--- src/rtl/pcie_axil_master.sv ---
`default_nettype none
// ============================================================================
// Module      : pcie_axil_master
// Description : Single-outstanding request/response to AXI4-Lite initiator
//               with a per-transaction abort timer and sticky abort flag.
// Revision    : 1.0 - initial release
// ============================================================================
module pcie_axil_master #(
    parameter int ADDR_WIDTH = 22,
    parameter int DATA_WIDTH = 64,
    parameter int TIMEOUT    = 1024
) (
    input  logic                      clk,
    input  logic                      rst,
    input  logic                      req_valid,
    output logic                      req_ready,
    input  logic                      req_write,
    input  logic [ADDR_WIDTH-1:0]     req_addr,
    input  logic [DATA_WIDTH-1:0]     req_wdata,
    input  logic [DATA_WIDTH/8-1:0]   req_wstrb,
    output logic                      rsp_valid,
    input  logic                      rsp_ready,
    output logic [DATA_WIDTH-1:0]     rsp_rdata,
    output logic [1:0]                rsp_resp,
    output logic                      rsp_timeout,
    output logic                      timed_out,
    output logic [ADDR_WIDTH-1:0]     m_axi_pcie_awaddr,
    output logic                      m_axi_pcie_awvalid,
    input  logic                      m_axi_pcie_awready,
    output logic [DATA_WIDTH-1:0]     m_axi_pcie_wdata,
    output logic [DATA_WIDTH/8-1:0]   m_axi_pcie_wstrb,
    output logic                      m_axi_pcie_wvalid,
    input  logic                      m_axi_pcie_wready,
    input  logic [1:0]                m_axi_pcie_bresp,
    input  logic                      m_axi_pcie_bvalid,
    output logic                      m_axi_pcie_bready,
    output logic [ADDR_WIDTH-1:0]     m_axi_pcie_araddr,
    output logic                      m_axi_pcie_arvalid,
    input  logic                      m_axi_pcie_arready,
    input  logic [DATA_WIDTH-1:0]     m_axi_pcie_rdata,
    input  logic [1:0]                m_axi_pcie_rresp,
    input  logic                      m_axi_pcie_rvalid,
    output logic                      m_axi_pcie_rready
);

    localparam int STRB_W = DATA_WIDTH / 8;
    localparam int CNT_W  = (TIMEOUT > 2) ? $clog2(TIMEOUT) : 1;
    localparam logic [CNT_W-1:0] C_CNT_LAST = CNT_W'(TIMEOUT - 1);
    localparam logic [ADDR_WIDTH-1:0] C_ALIGN_MASK = ~ADDR_WIDTH'(7);

    typedef enum logic [2:0] {
        S_IDLE = 3'd0,
        S_RD_A = 3'd1,
        S_RD_D = 3'd2,
        S_WR   = 3'd3,
        S_WR_B = 3'd4,
        S_RSP  = 3'd5
    } state_t;

    state_t                  state_q, state_d;
    logic [CNT_W-1:0]        cnt_q, cnt_d;
    logic                    timed_out_q, timed_out_d;
    logic [ADDR_WIDTH-1:0]   awaddr_q, awaddr_d;
    logic [ADDR_WIDTH-1:0]   araddr_q, araddr_d;
    logic [DATA_WIDTH-1:0]   wdata_q, wdata_d;
    logic [STRB_W-1:0]       wstrb_q, wstrb_d;
    logic                    awvalid_q, awvalid_d;
    logic                    wvalid_q, wvalid_d;
    logic                    bready_q, bready_d;
    logic                    arvalid_q, arvalid_d;
    logic                    rready_q, rready_d;
    logic                    rsp_valid_q, rsp_valid_d;
    logic [DATA_WIDTH-1:0]   rsp_rdata_q, rsp_rdata_d;
    logic [1:0]              rsp_resp_q, rsp_resp_d;
    logic                    rsp_timeout_q, rsp_timeout_d;

    logic w_accept;
    logic w_expire;
    logic w_abort;

    // Requests are only taken while idle and never after an abort, so a late
    // beat from a recovering partition cannot land in a new transaction.
    assign req_ready = (state_q == S_IDLE) && !timed_out_q;
    assign w_accept  = req_valid && req_ready;

    // Next-state, channel handshakes, abort timer and response capture
    always_comb begin
        state_d       = state_q;
        cnt_d         = cnt_q;
        timed_out_d   = timed_out_q;
        awaddr_d      = awaddr_q;
        araddr_d      = araddr_q;
        wdata_d       = wdata_q;
        wstrb_d       = wstrb_q;
        awvalid_d     = awvalid_q;
        wvalid_d      = wvalid_q;
        bready_d      = bready_q;
        arvalid_d     = arvalid_q;
        rready_d      = rready_q;
        rsp_valid_d   = rsp_valid_q;
        rsp_rdata_d   = rsp_rdata_q;
        rsp_resp_d    = rsp_resp_q;
        rsp_timeout_d = rsp_timeout_q;
        w_abort       = 1'b0;
        w_expire      = (cnt_q == C_CNT_LAST);

        case (state_q)
            S_IDLE: begin
                if (w_accept) begin
                    cnt_d = '0;
                    if (req_write) begin
                        awaddr_d  = req_addr & C_ALIGN_MASK;
                        wdata_d   = req_wdata;
                        wstrb_d   = req_wstrb;
                        awvalid_d = 1'b1;
                        wvalid_d  = 1'b1;
                        state_d   = S_WR;
                    end else begin
                        araddr_d  = req_addr & C_ALIGN_MASK;
                        arvalid_d = 1'b1;
                        state_d   = S_RD_A;
                    end
                end
            end
            S_RD_A: begin
                cnt_d = cnt_q + 1'b1;
                if (w_expire) begin
                    w_abort = 1'b1;
                end else if (m_axi_pcie_arready) begin
                    arvalid_d = 1'b0;
                    rready_d  = 1'b1;
                    state_d   = S_RD_D;
                end
            end
            S_RD_D: begin
                cnt_d = cnt_q + 1'b1;
                // A data beat arriving on the expiry cycle still completes.
                if (m_axi_pcie_rvalid) begin
                    rready_d      = 1'b0;
                    rsp_valid_d   = 1'b1;
                    rsp_rdata_d   = m_axi_pcie_rdata;
                    rsp_resp_d    = m_axi_pcie_rresp;
                    rsp_timeout_d = 1'b0;
                    state_d       = S_RSP;
                end else if (w_expire) begin
                    w_abort = 1'b1;
                end
            end
            S_WR: begin
                cnt_d = cnt_q + 1'b1;
                if (w_expire) begin
                    w_abort = 1'b1;
                end else begin
                    awvalid_d = awvalid_q && !m_axi_pcie_awready;
                    wvalid_d  = wvalid_q && !m_axi_pcie_wready;
                    if (!awvalid_d && !wvalid_d) begin
                        bready_d = 1'b1;
                        state_d  = S_WR_B;
                    end
                end
            end
            S_WR_B: begin
                cnt_d = cnt_q + 1'b1;
                if (m_axi_pcie_bvalid) begin
                    bready_d      = 1'b0;
                    rsp_valid_d   = 1'b1;
                    rsp_rdata_d   = '0;
                    rsp_resp_d    = m_axi_pcie_bresp;
                    rsp_timeout_d = 1'b0;
                    state_d       = S_RSP;
                end else if (w_expire) begin
                    w_abort = 1'b1;
                end
            end
            S_RSP: begin
                if (rsp_ready) begin
                    rsp_valid_d   = 1'b0;
                    rsp_rdata_d   = '0;
                    rsp_resp_d    = 2'b00;
                    rsp_timeout_d = 1'b0;
                    state_d       = S_IDLE;
                end
            end
            default: begin
                state_d = S_IDLE;
            end
        endcase

        // Abort: drop every channel and return SLVERR flagged as a timeout.
        if (w_abort) begin
            awvalid_d     = 1'b0;
            wvalid_d      = 1'b0;
            bready_d      = 1'b0;
            arvalid_d     = 1'b0;
            rready_d      = 1'b0;
            rsp_valid_d   = 1'b1;
            rsp_rdata_d   = '0;
            rsp_resp_d    = 2'b10;
            rsp_timeout_d = 1'b1;
            timed_out_d   = 1'b1;
            state_d       = S_RSP;
        end
    end

    // State and output registers with synchronous reset
    always_ff @(posedge clk) begin
        if (rst) begin
            state_q       <= S_IDLE;
            cnt_q         <= '0;
            timed_out_q   <= 1'b0;
            awaddr_q      <= '0;
            araddr_q      <= '0;
            wdata_q       <= '0;
            wstrb_q       <= '0;
            awvalid_q     <= 1'b0;
            wvalid_q      <= 1'b0;
            bready_q      <= 1'b0;
            arvalid_q     <= 1'b0;
            rready_q      <= 1'b0;
            rsp_valid_q   <= 1'b0;
            rsp_rdata_q   <= '0;
            rsp_resp_q    <= 2'b00;
            rsp_timeout_q <= 1'b0;
        end else begin
            state_q       <= state_d;
            cnt_q         <= cnt_d;
            timed_out_q   <= timed_out_d;
            awaddr_q      <= awaddr_d;
            araddr_q      <= araddr_d;
            wdata_q       <= wdata_d;
            wstrb_q       <= wstrb_d;
            awvalid_q     <= awvalid_d;
            wvalid_q      <= wvalid_d;
            bready_q      <= bready_d;
            arvalid_q     <= arvalid_d;
            rready_q      <= rready_d;
            rsp_valid_q   <= rsp_valid_d;
            rsp_rdata_q   <= rsp_rdata_d;
            rsp_resp_q    <= rsp_resp_d;
            rsp_timeout_q <= rsp_timeout_d;
        end
    end

    assign rsp_valid          = rsp_valid_q;
    assign rsp_rdata          = rsp_rdata_q;
    assign rsp_resp           = rsp_resp_q;
    assign rsp_timeout        = rsp_timeout_q;
    assign timed_out          = timed_out_q;
    assign m_axi_pcie_awaddr  = awaddr_q;
    assign m_axi_pcie_awvalid = awvalid_q;
    assign m_axi_pcie_wdata   = wdata_q;
    assign m_axi_pcie_wstrb   = wstrb_q;
    assign m_axi_pcie_wvalid  = wvalid_q;
    assign m_axi_pcie_bready  = bready_q;
    assign m_axi_pcie_araddr  = araddr_q;
    assign m_axi_pcie_arvalid = arvalid_q;
    assign m_axi_pcie_rready  = rready_q;

endmodule
`default_nettype wire

--- config.mk ---
export PLATFORM = sky130hd
export DESIGN_NAME = pcie_axil_master
export DESIGN_NICKNAME = d
export VERILOG_FILES = /design/src/rtl/pcie_axil_master.sv
export SDC_FILE = /design/constraint.sdc
export NUM_CORES = 1
export LEC_CHECK = 0
export BUFFER_PORTS_ARGS = -buffer_cell sky130_fd_sc_hd__buf_2
export CORE_ASPECT_RATIO = 0.8
export CORE_MARGIN = 2
export CORE_UTILIZATION = 30
export DETAILED_ROUTE_END_ITERATION = 10
export PLACE_DENSITY = 0.53
export SYNTH_ARGS = -nofsm -noshare
export SYNTH_HDL_FRONTEND = slang
export SYNTH_SLANG_ARGS = --single-unit
--- constraint.sdc ---
create_clock -name clk -period 2.72 [get_ports clk]
set_input_delay 0.544 -clock clk [delete_from_list [all_inputs] [get_ports clk]]
set_output_delay 0.544 -clock clk [all_outputs]
set_load 0.02 [all_outputs]
==> results.yml, run 1 <==
pwr:
  ir_worst_vdd_mv: 0.407
  leakage_nw: 4.45
  power_density_nw_per_um2: 896
hold_path:
  hp-class: "input pin to register"
  min_path_cells: 3
  whs_endpoint: "m_axi_pcie_wdata[46]"
  min_from: "req_wdata[46]"
timing:
  fin_crit_sh_pct: 82.3
  slew_headroom_pct: 46.5
  fin_crit_ns: 2.24
  max_clock_freq_mhz: 447
  max_slew.worst_pin.slew_ns: 0.802
  setup_tns_ns: 0
  setup_violations: 0
  grt_setup_unrepaired: "no"
  finalMaxSlewViolations: 0
  timing.final.hold_violations: 0
  finalClockSkew_ns: 0.0118
critical_path:
  r2r_start: "state_q[1]"
  worstPathCellList: "nand2b_2 > nor3_1 > o21ai_2 > nand2_2 > buf_12 > nor3_1"
  slowest_stage: "dfxtp_1"
  worstPathMaxFanout: 22
  cpPeakStageDelay_ns: 0.59
  path_class: "register to register"
  worstReg2RegEnd: "rsp_resp[0]"
  rr_worst_depth: 6
  cp-end-kind: "register"
  crit_top_cell: "nor3_1"
  path_delay_family: "simple AND/OR/NAND/NOR gates"
  rrSetupSlack_ns: 0.48
  path_buf_inv: 1
  cp.arrival_ns: 2.59
  cp.required_ns: 3.07
  critPathLaunchType: "register"
final_layout:
  drive_gt1_share_pct: 33.0
  instances_no_fill: 1585
  multiInputGateArea_um2: 3060
  area_growth_pct: 37.9
  finalNetCount: 1426
  fillers: 2581
  ff_latch_area_um2: 3940
placed_design:
  hpwlAfterDp_mm: 16.5
  port_buffers: 353
  gp_congestion: 0.811
  dp.cells: 1552
yosys:
  yosysUniqueCellTypes: 50
  syn_avg_cell_area_um2: 7.89
  ys_seq_elements: 197
  ys.flop_type: "dfxtp_1"
  synth_most_common_cell: "nand2_1"
  synth_top_cell_area_share_pct: 53.8
  async_flop_share_pct: 0
  syn-instance-count: 930
  yosys-top-cells-area: "dfxtp_1 (54%), nand2_1 (15%), a21oi_1 (13%)"
  yosysWarnings: 0
  ys_top_cells_by_count: "nand2_1 (299), dfxtp_1 (197), a21oi_1 (187)"
  yosys.area.top_type: "dfxtp_1"
  synth.yosys.seq_area_share_pct: 53.8
  synth-edff-count: 0
  netlist_area_um2: 7330
die:
  std_cell_rows: 51
  pin_count: 363
  initial_utilization_pct: 30.3
  fp.coreArea_um2: 24200
  fp.dieW_um: 179
  die_y_um: 144
  dieArea_um2: 25700
detailed_routing:
  drt-met1-wl_mm: 10.5
  final_antenna_net_count: 0
  drc: 0
  wl_met3_mm: 1.36
  wl_mm: 23.3
  top_layer_used: "met4"
  wl_per_cell_um: 14.7
  wl_met2_mm: 11.2
  vias: 7310
  dr.pass1.iters: 4
  drtIter0Drc: 329
  via_per_inst: 4.61
global_route:
  grt_pass1_vias: 6440
  grt_max_degree: 60
  grt_usage_pct: 17.3
  antenna_found_initial: 1
  grt_pass1_wl_mm: 35.2
  grt-ovfl-total: 0
clock_network:
  cts_hold_buffers: 0
  cts_tree: "yes"
  htreeDepth: 4
  numCtsBuffers: 17
  cts_resized: 0
  cts_max_path_buffers: 2
  clock_latency_ns: 0.42
  post_cts_buffers: 0
  cts-root-buf: "clkbuf_16"
  path_clk_slew_ns: 0.08
  clock_sinks: 197
outcome:
  status: "finished clean"
job:
  maxCapViolations: 0
[flip-flops by register name, indices dropped and copies added, names as in the netlist, 2 cells and up]
name	flops
m_axi_pcie_awaddr	19
rsp_resp	2
m_axi_pcie_wstrb	8
m_axi_pcie_wdata	64
cnt_q	10
rsp_rdata	64
m_axi_pcie_araddr	19
state_q	3
[worst max-delay path by stage]
stage,startpoint,end,slack (ns),cells past startpoint
floorplan,cnt_q[0],state_q[0],0.67,6
global placement,state_q[1],rsp_resp[0],0.54,6
detailed placement,state_q[1],rsp_resp[0],0.48,6
CTS,state_q[1],rsp_resp[0],0.48,6
global route,state_q[1],rsp_resp[0],0.24,6
finish,state_q[1],rsp_resp[0],0.48,6
[power by group]
| part | total [mW] | switching (mW) | internal, mW |
|---|---|---|---|
| registers | 3.57 | 0.247 | 3.32 |
| logic | 2.86 | 1.88 | 0.984 |
| clock network | 2.62 | 1.20 | 1.42 |
| total | 9.06 | 3.33 | 5.73 |
[worst reg2reg max path, delay by kind of cell, from the launching register on]
| family | cells | cell delay (ns) |
|---|---|---|
| DFF | 1 | 0.59 |
| buffers and inverters | 1 | 0.30 |
| AOI/OAI and AO/OA | 1 | 0.33 |
| and+or+nand+nor | 4 | 0.94 |
[layout make-up]
type / count / area share (%)
sequential: 197 / 39.0
inverter: 9 / 0.334
tap: 318 / 3.94
clock inverter: 13 / 1.58
clock buffer: 19 / 4.38
multi-input combinational: 652 / 30.3
timing repair buffer: 376 / 20.4
antenna: 1 / 0.0248
[metrics by stage]
step | worst slack [ns] | cell area (um^2) | total power, mW | hold slack (ns) | util (%)
finish | 0.483 | 10100 | 9.06 | 0.344 | 41.8
global placement | 0.536 | 9500 | 6.50 | 0.435 | 39.3
CTS | 0.483 | 10100 | 9.19 | 0.319 | 41.8
global route | 0.242 | 10100 | 9.60 | 0.322 | 41.8
floorplan | 0.675 | 7350 | 5.45 | 0.468 | -
detailed placement | 0.475 | 9500 | 6.53 | 0.440 | 39.3
[layer usage]
layer	vias to the layer above	track usage, %
li1	3733	-
met1	3366	22.3
met2	193	28.0
met3	18	5.21
met4	0	4.54
met5	-	0
[layout by cell type (no fill, tap or decap), drive strengths merged, types with 3 or more instances in the layout]
cell type	n
or3	3
a211oi	4
dfxtp	197
and3	4
xnor2	7
nand2	299
o21ai	10
a311oi	3
clkbuf	19
inv	17
a21oi	187
nand3	68
nor3	8
conb	6
nor2	19
nor2b	3
buf	376
clkinv	3
nand2b	3
[cell families (layout without fill, tap and decap cells)]
family | Yosys count | after routing | synth area share, %
compound gates | 220 | 220 | 16.1
mux | 2 | 2 | 0.273
xor+xnor | 7 | 7 | 0.836
buf+inv | 86 | 417 | 5.19
fa+ha+maj | 1 | 1 | 0.171
simple gates | 416 | 416 | 23.6
flops | 197 | 197 | 53.8
other cells | 1 | 7 | 0.0511
(Power assumes the default switching activity.)
==> inputs of run 2 (changes only) <==
--- a/config.mk
+++ b/config.mk
@@ -5,12 +5,13 @@
 export SDC_FILE = /design/constraint.sdc
 export NUM_CORES = 1
 export LEC_CHECK = 0
+export ABC_AREA = 1
 export BUFFER_PORTS_ARGS = -buffer_cell sky130_fd_sc_hd__buf_2
 export CORE_ASPECT_RATIO = 0.8
 export CORE_MARGIN = 2
 export CORE_UTILIZATION = 30
 export DETAILED_ROUTE_END_ITERATION = 10
-export PLACE_DENSITY = 0.53
+export PLACE_DENSITY = 0.55
 export SYNTH_ARGS = -nofsm -noshare
 export SYNTH_HDL_FRONTEND = slang
 export SYNTH_SLANG_ARGS = --single-unit
==> constraint.sdc (replaced) <==
create_clock -name clk -period 1.84 [get_ports clk]
set_input_delay 0.368 -clock clk [delete_from_list [all_inputs] [get_ports clk]]
set_output_delay 0.368 -clock clk [all_outputs]
set_load 0.02 [all_outputs]
==> results.yml, run 2 <==
timing:
  setup_tns_ns: 0
  grt_setup_unrepaired: "no"
  timing.final.hold_violations: 0
  finalMaxSlewViolations: 0
  fin_crit_sh_pct: 93.0
  setup_violations: 0
  finalClockSkew_ns: 0.0128
  max_clock_freq_mhz: 584
  fin_crit_ns: 1.71
outcome:
  status: "finished clean"
yosys:
  synth-edff-count: 0
  syn_avg_cell_area_um2: 7.95
  ys.flop_type: "dfxtp_1"
  synth_most_common_cell: "nor2_1"
  ys_top_cells_by_count: "nor2_1 (234), dfxtp_1 (197), o21ai_0 (115)"
  yosysWarnings: 0
  synth_top_cell_area_share_pct: 51.2
  yosys-top-cells-area: "dfxtp_1 (51%), nor2_1 (11%), o21ai_0 (7.5%)"
  netlist_area_um2: 7710
  ys_seq_elements: 197
  yosysUniqueCellTypes: 34
  yosys.area.top_type: "dfxtp_1"
  syn-instance-count: 969
  async_flop_share_pct: 0
  synth.yosys.seq_area_share_pct: 51.2
pwr:
  power_density_nw_per_um2: 1630
  leakage_nw: 4.89
  power_mw: 17.2
  ir_worst_vdd_mv: 0.872
global_route:
  grt_max_degree: 69
  grt_usage_pct: 17.4
  grt_pass1_vias: 7054
  grt-ovfl-total: 0
  grt_pass1_wl_mm: 37.6
  antenna_found_initial: 1
detailed_routing:
  final_antenna_net_count: 0
  vias: 7490
  wl_per_cell_um: 14.6
  dr.pass1.iters: 4
  drc: 0
  wl_mm: 24.1
  drtIter0Drc: 284
  via_per_inst: 4.55
die:
  std_cell_rows: 52
  pin_count: 363
  dieArea_um2: 27000
  fp.dieW_um: 183
  fp.coreArea_um2: 25200
  die_y_um: 147
  initial_utilization_pct: 30.5
placed_design:
  hpwlAfterDp_mm: 17.0
  port_buffers: 353
  gp_congestion: 0.819
hold_path:
  hp-class: "input pin to register"
critical_path:
  cp.arrival_ns: 1.34
  cp.required_ns: 1.47
  worstPathMaxFanout: 7
  path_class: "register to primary output"
  critPathLaunchType: "register"
  cp-end-kind: "primary output"
clock_network:
  cts-root-buf: "clkbuf_16"
  cts_hold_buffers: 0
  clock_sinks: 197
  clock_latency_ns: 0.44
  path_clk_slew_ns: 0.08
  cts_tree: "yes"
  cts_max_path_buffers: 2
  htreeDepth: 4
  numCtsBuffers: 17
job:
  maxCapViolations: 0
final_layout:
  area_growth_pct: 36.6
  most-common-layout-cells: "buf_2 (353), nor2_1 (232), dfxtp_1 (194)"
  drive_gt1_share_pct: 37.6
  num_antenna_cells: 0
  final_common_cell: "buf_2"
  finalNetCount: 1482
-- run 2: cell families after synthesis --
kind of cell	synth area share, %
AO/OA/AOI/OAI	14.1
adder cells (fa/ha/maj)	0.162
buffers and inverters	7.03
flip-flops	51.2
other	0.0487
AND/OR/NAND/NOR	27.5
-- run 2: cell type report --
class	count	area (um^2)
Fill cell	2659	14700
Timing Repair Buffer	388	2200
Inverter	31	116
Tap cell	324	405
Sequential cell	197	3950
Multi-Input combinational cell	674	3260
Clock buffer	18	429
Clock inverter	14	169
-- run 2: critical path, cell delays in order (launching register included) --
cell and delay, ns:
dfxtp_2 0.36, inv_2 0.15, nand2_1 0.11, nor2_2 0.12
buf_2 0.18
-- run 2: path summary, 6_finish.rpt --
kind,from,to,slack (ns),cells after the start
worst max register to register,state_q[2],rsp_rdata[9],0.15,10
worst min-delay path,req_addr[20],m_axi_pcie_araddr[20],0.17,3
worst max-delay path,state_q[0],req_ready,0.13,4
worst min register to register,m_axi_pcie_bready,m_axi_pcie_bready,0.45,2
-- run 2: where the power goes --
part	switching, mW	leakage (nW)	internal [mW]
sequential	0.558	1.61	5.37
combinational	4.81	2.99	2.59
clock	1.80	0.292	2.05
total	7.17	4.89	10.0
-- run 2: metal layers --
layer / global-route usage [%] / vias to the layer above / share of wire (%)
met3: 7.56 / 17 / 9.4
met2: 28.0 / 232 / 46
met5: 0 / - / 0
met1: 21.4 / 3399 / 44
li1: - / 3842 / -
met4: 4.56 / 0 / 1.0
-- run 2: metrics by stage --
step | cell area [um^2] | setup slack (ns) | hold slack, ns | utilization (%) | instances
3_5_place_dp | 9870 | 0.0342 | 0.445 | 39.1 | 1613
4_1_cts | 10500 | 0.0177 | 0.141 | 41.5 | 1645
2_1_floorplan | 7720 | 0.182 | 0.437 | - | 974
3_3_place_gp | 9870 | 0.0351 | 0.442 | 39.1 | 1613
5_1_grt | 10500 | 0.000673 | 0.154 | 41.7 | 1646
6_report | 10500 | 0.128 | 0.174 | 41.7 | 1646
-- run 2: repair_timing --
action / in CTS / in global routing
setup buffers: 0 / 0
resized for setup: 0 / 15
endpoints found under the setup margin: 0 / 129
==> inputs of run 3 (changes only) <==
--- a/config.mk
+++ b/config.mk
@@ -5,13 +5,12 @@
 export SDC_FILE = /design/constraint.sdc
 export NUM_CORES = 1
 export LEC_CHECK = 0
-export ABC_AREA = 1
 export BUFFER_PORTS_ARGS = -buffer_cell sky130_fd_sc_hd__buf_2
 export CORE_ASPECT_RATIO = 0.8
 export CORE_MARGIN = 2
 export CORE_UTILIZATION = 30
 export DETAILED_ROUTE_END_ITERATION = 10
-export PLACE_DENSITY = 0.55
+export SLEW_MARGIN = 20
 export SYNTH_ARGS = -nofsm -noshare
 export SYNTH_HDL_FRONTEND = slang
 export SYNTH_SLANG_ARGS = --single-unit
==> results.yml, run 3 (synthesis results as in run 1) <==
outcome:
  status: "complete, but fails checks"
  violations: "setup timing"
detailed_routing:
  dr.pass1.iters: 4
  wl_mm: 24.3
  final_antenna_net_count: 0
  drc: 0
  via_per_inst: 4.67
  drtIter0Drc: 330
  wl_per_cell_um: 14.9
  vias: 7615
placed_design:
  dpl_worst_slack_ns: -0.0522
  hpwlAfterDp_mm: 17.0
  gp_congestion: 0.793
  port_buffers: 353
timing:
  timing.final.hold_violations: 0
  finalClockSkew_ns: 0.0115
  max_clock_freq_mhz: 525
  fin_crit_ns: 1.90
  grt_setup_unrepaired: "yes"
  setup_violations: 4
  post-route-worst-setup-slack_ns: -0.0647
  fin_crit_sh_pct: 104
  finalMaxSlewViolations: 0
final_layout:
  final_common_cell: "buf_2"
  most-common-layout-cells: "buf_2 (351), nand2_1 (298), dfxtp_1 (194)"
  finalNetCount: 1475
  fillers: 2511
  area_growth_pct: 44.4
  drive_gt1_share_pct: 36.6
critical_path:
  crit_top_cell: "buf_6"
  slowest_stage: "dfxtp_2"
  cp.arrival_ns: 1.54
  cpPeakStageDelay_ns: 0.34
  cp.required_ns: 1.47
  cp-end-kind: "primary output"
  critPathLaunchType: "register"
  path_buf_inv: 3
  worstPathMaxFanout: 2
  path_class: "register to primary output"
  worstPathCellList: "buf_6 > or3_4 > buf_6 > nor2_4 > buf_6"
  path_delay_family: "simple AND/OR/NAND/NOR gates"
die:
  std_cell_rows: 51
  fp.dieW_um: 179
  pin_count: 363
  initial_utilization_pct: 30.3
  fp.coreArea_um2: 24200
  dieArea_um2: 25700
  die_y_um: 144
global_route:
  grt_pass1_wl_mm: 35.3
  antenna_found_initial: 2
  grt-ovfl-total: 0
  grt_pass1_vias: 6796
  grt_max_degree: 104
  grt_usage_pct: 17.5
clock_network:
  numCtsBuffers: 17
  cts_hold_buffers: 0
  clock_latency_ns: 0.43
  clock_sinks: 197
  htreeDepth: 4
  cts_tree: "yes"
  path_clk_slew_ns: 0.08
  cts_max_path_buffers: 2
  cts-root-buf: "clkbuf_16"
job:
  maxCapViolations: 0
pwr:
  leakage_nw: 4.69
  power_mw: 13.9
  ir_worst_vdd_mv: 0.613
  power_density_nw_per_um2: 1310
hold_path:
  hp-class: "input pin to register"
## run 3: cell count changes in the layout (fill, tap and decap cells not counted), moves of 6 or more
cell	previous run	this run
a21oi_1	62	186
a21oi_2	20	1
buf_4	21	48
buf_6	0	11
inv_1	24	7
nand2_1	112	298
nand3_1	54	67
nand3_2	32	0
nand4_1	7	1
nor2_1	232	17
o21ai_0	113	7
xnor2_1	0	7
## run 3: area by class of cell
cell class	instances	area, um^2	area share [%]
well taps	318	398	3.76
flip-flops and latches	197	3950	37.3
repair buffers	423	2510	23.7
diodes	1	2.50	0.0236
multi-input cells	654	3160	29.8
clock buffers	20	447	4.22
clock inverters	10	100	0.945
inverters	9	33.8	0.319
## run 3: per-stage QoR
stage | instances | instance area (um^2) | utilization, % | hold slack [ns] | setup TNS, ns
finish | 1632 | 10600 | 43.8 | 0.164 | -0.116
global route | 1632 | 10600 | 43.8 | 0.152 | -1.25
CTS | 1621 | 10400 | 43.0 | 0.136 | -0.607
detailed placement | 1587 | 9780 | 40.4 | 0.440 | -0.0830
global placement | 1587 | 9780 | 40.4 | 0.432 | -0.0133
floorplan | 935 | 7360 | - | 0.468 | 0
## run 3: final timing paths
check / slack (ns) / depth (start not counted) / from / endpoint
worst max register to register: -0.04 / 7 / state_q[0] / state_q[1]
worst max-delay path: -0.06 / 5 / state_q[0] / req_ready
worst min register to register: 0.45 / 2 / rsp_rdata[42] / rsp_rdata[42]
worst min-delay path: 0.16 / 3 / req_wdata[45] / m_axi_pcie_wdata[45]
## run 3: timing repair
action                     CTS  global route
buffers inserted             4             6
pin swaps                    8             6
gates cloned                 0             4
gates resized for setup     14            18
setup endpoints to repair    7           102
## run 3: worst min-delay path, stage by stage
cell and delay (ns):
buf_2 0.09, nand2_1 0.04, a21oi_1 0.05
## run 3: report_power, final
group	internal [mW]	switching (mW)	leakage, nW
logic	1.98	3.02	2.83
clock network	1.91	1.69	0.261
registers	4.92	0.334	1.60
total	8.81	5.04	4.69
## run 3: per-layer routing
| layer | part of all wire [%] | GRT usage, % | routed length, um |
|---|---|---|---|
| met1 | 43 | 21.8 | 10500 |
| met5 | 0.045 | 0 | 11 |
| met4 | 1.7 | 5.56 | 401 |
| met2 | 48 | 28.7 | 11600 |
| met3 | 7.1 | 5.66 | 1710 |
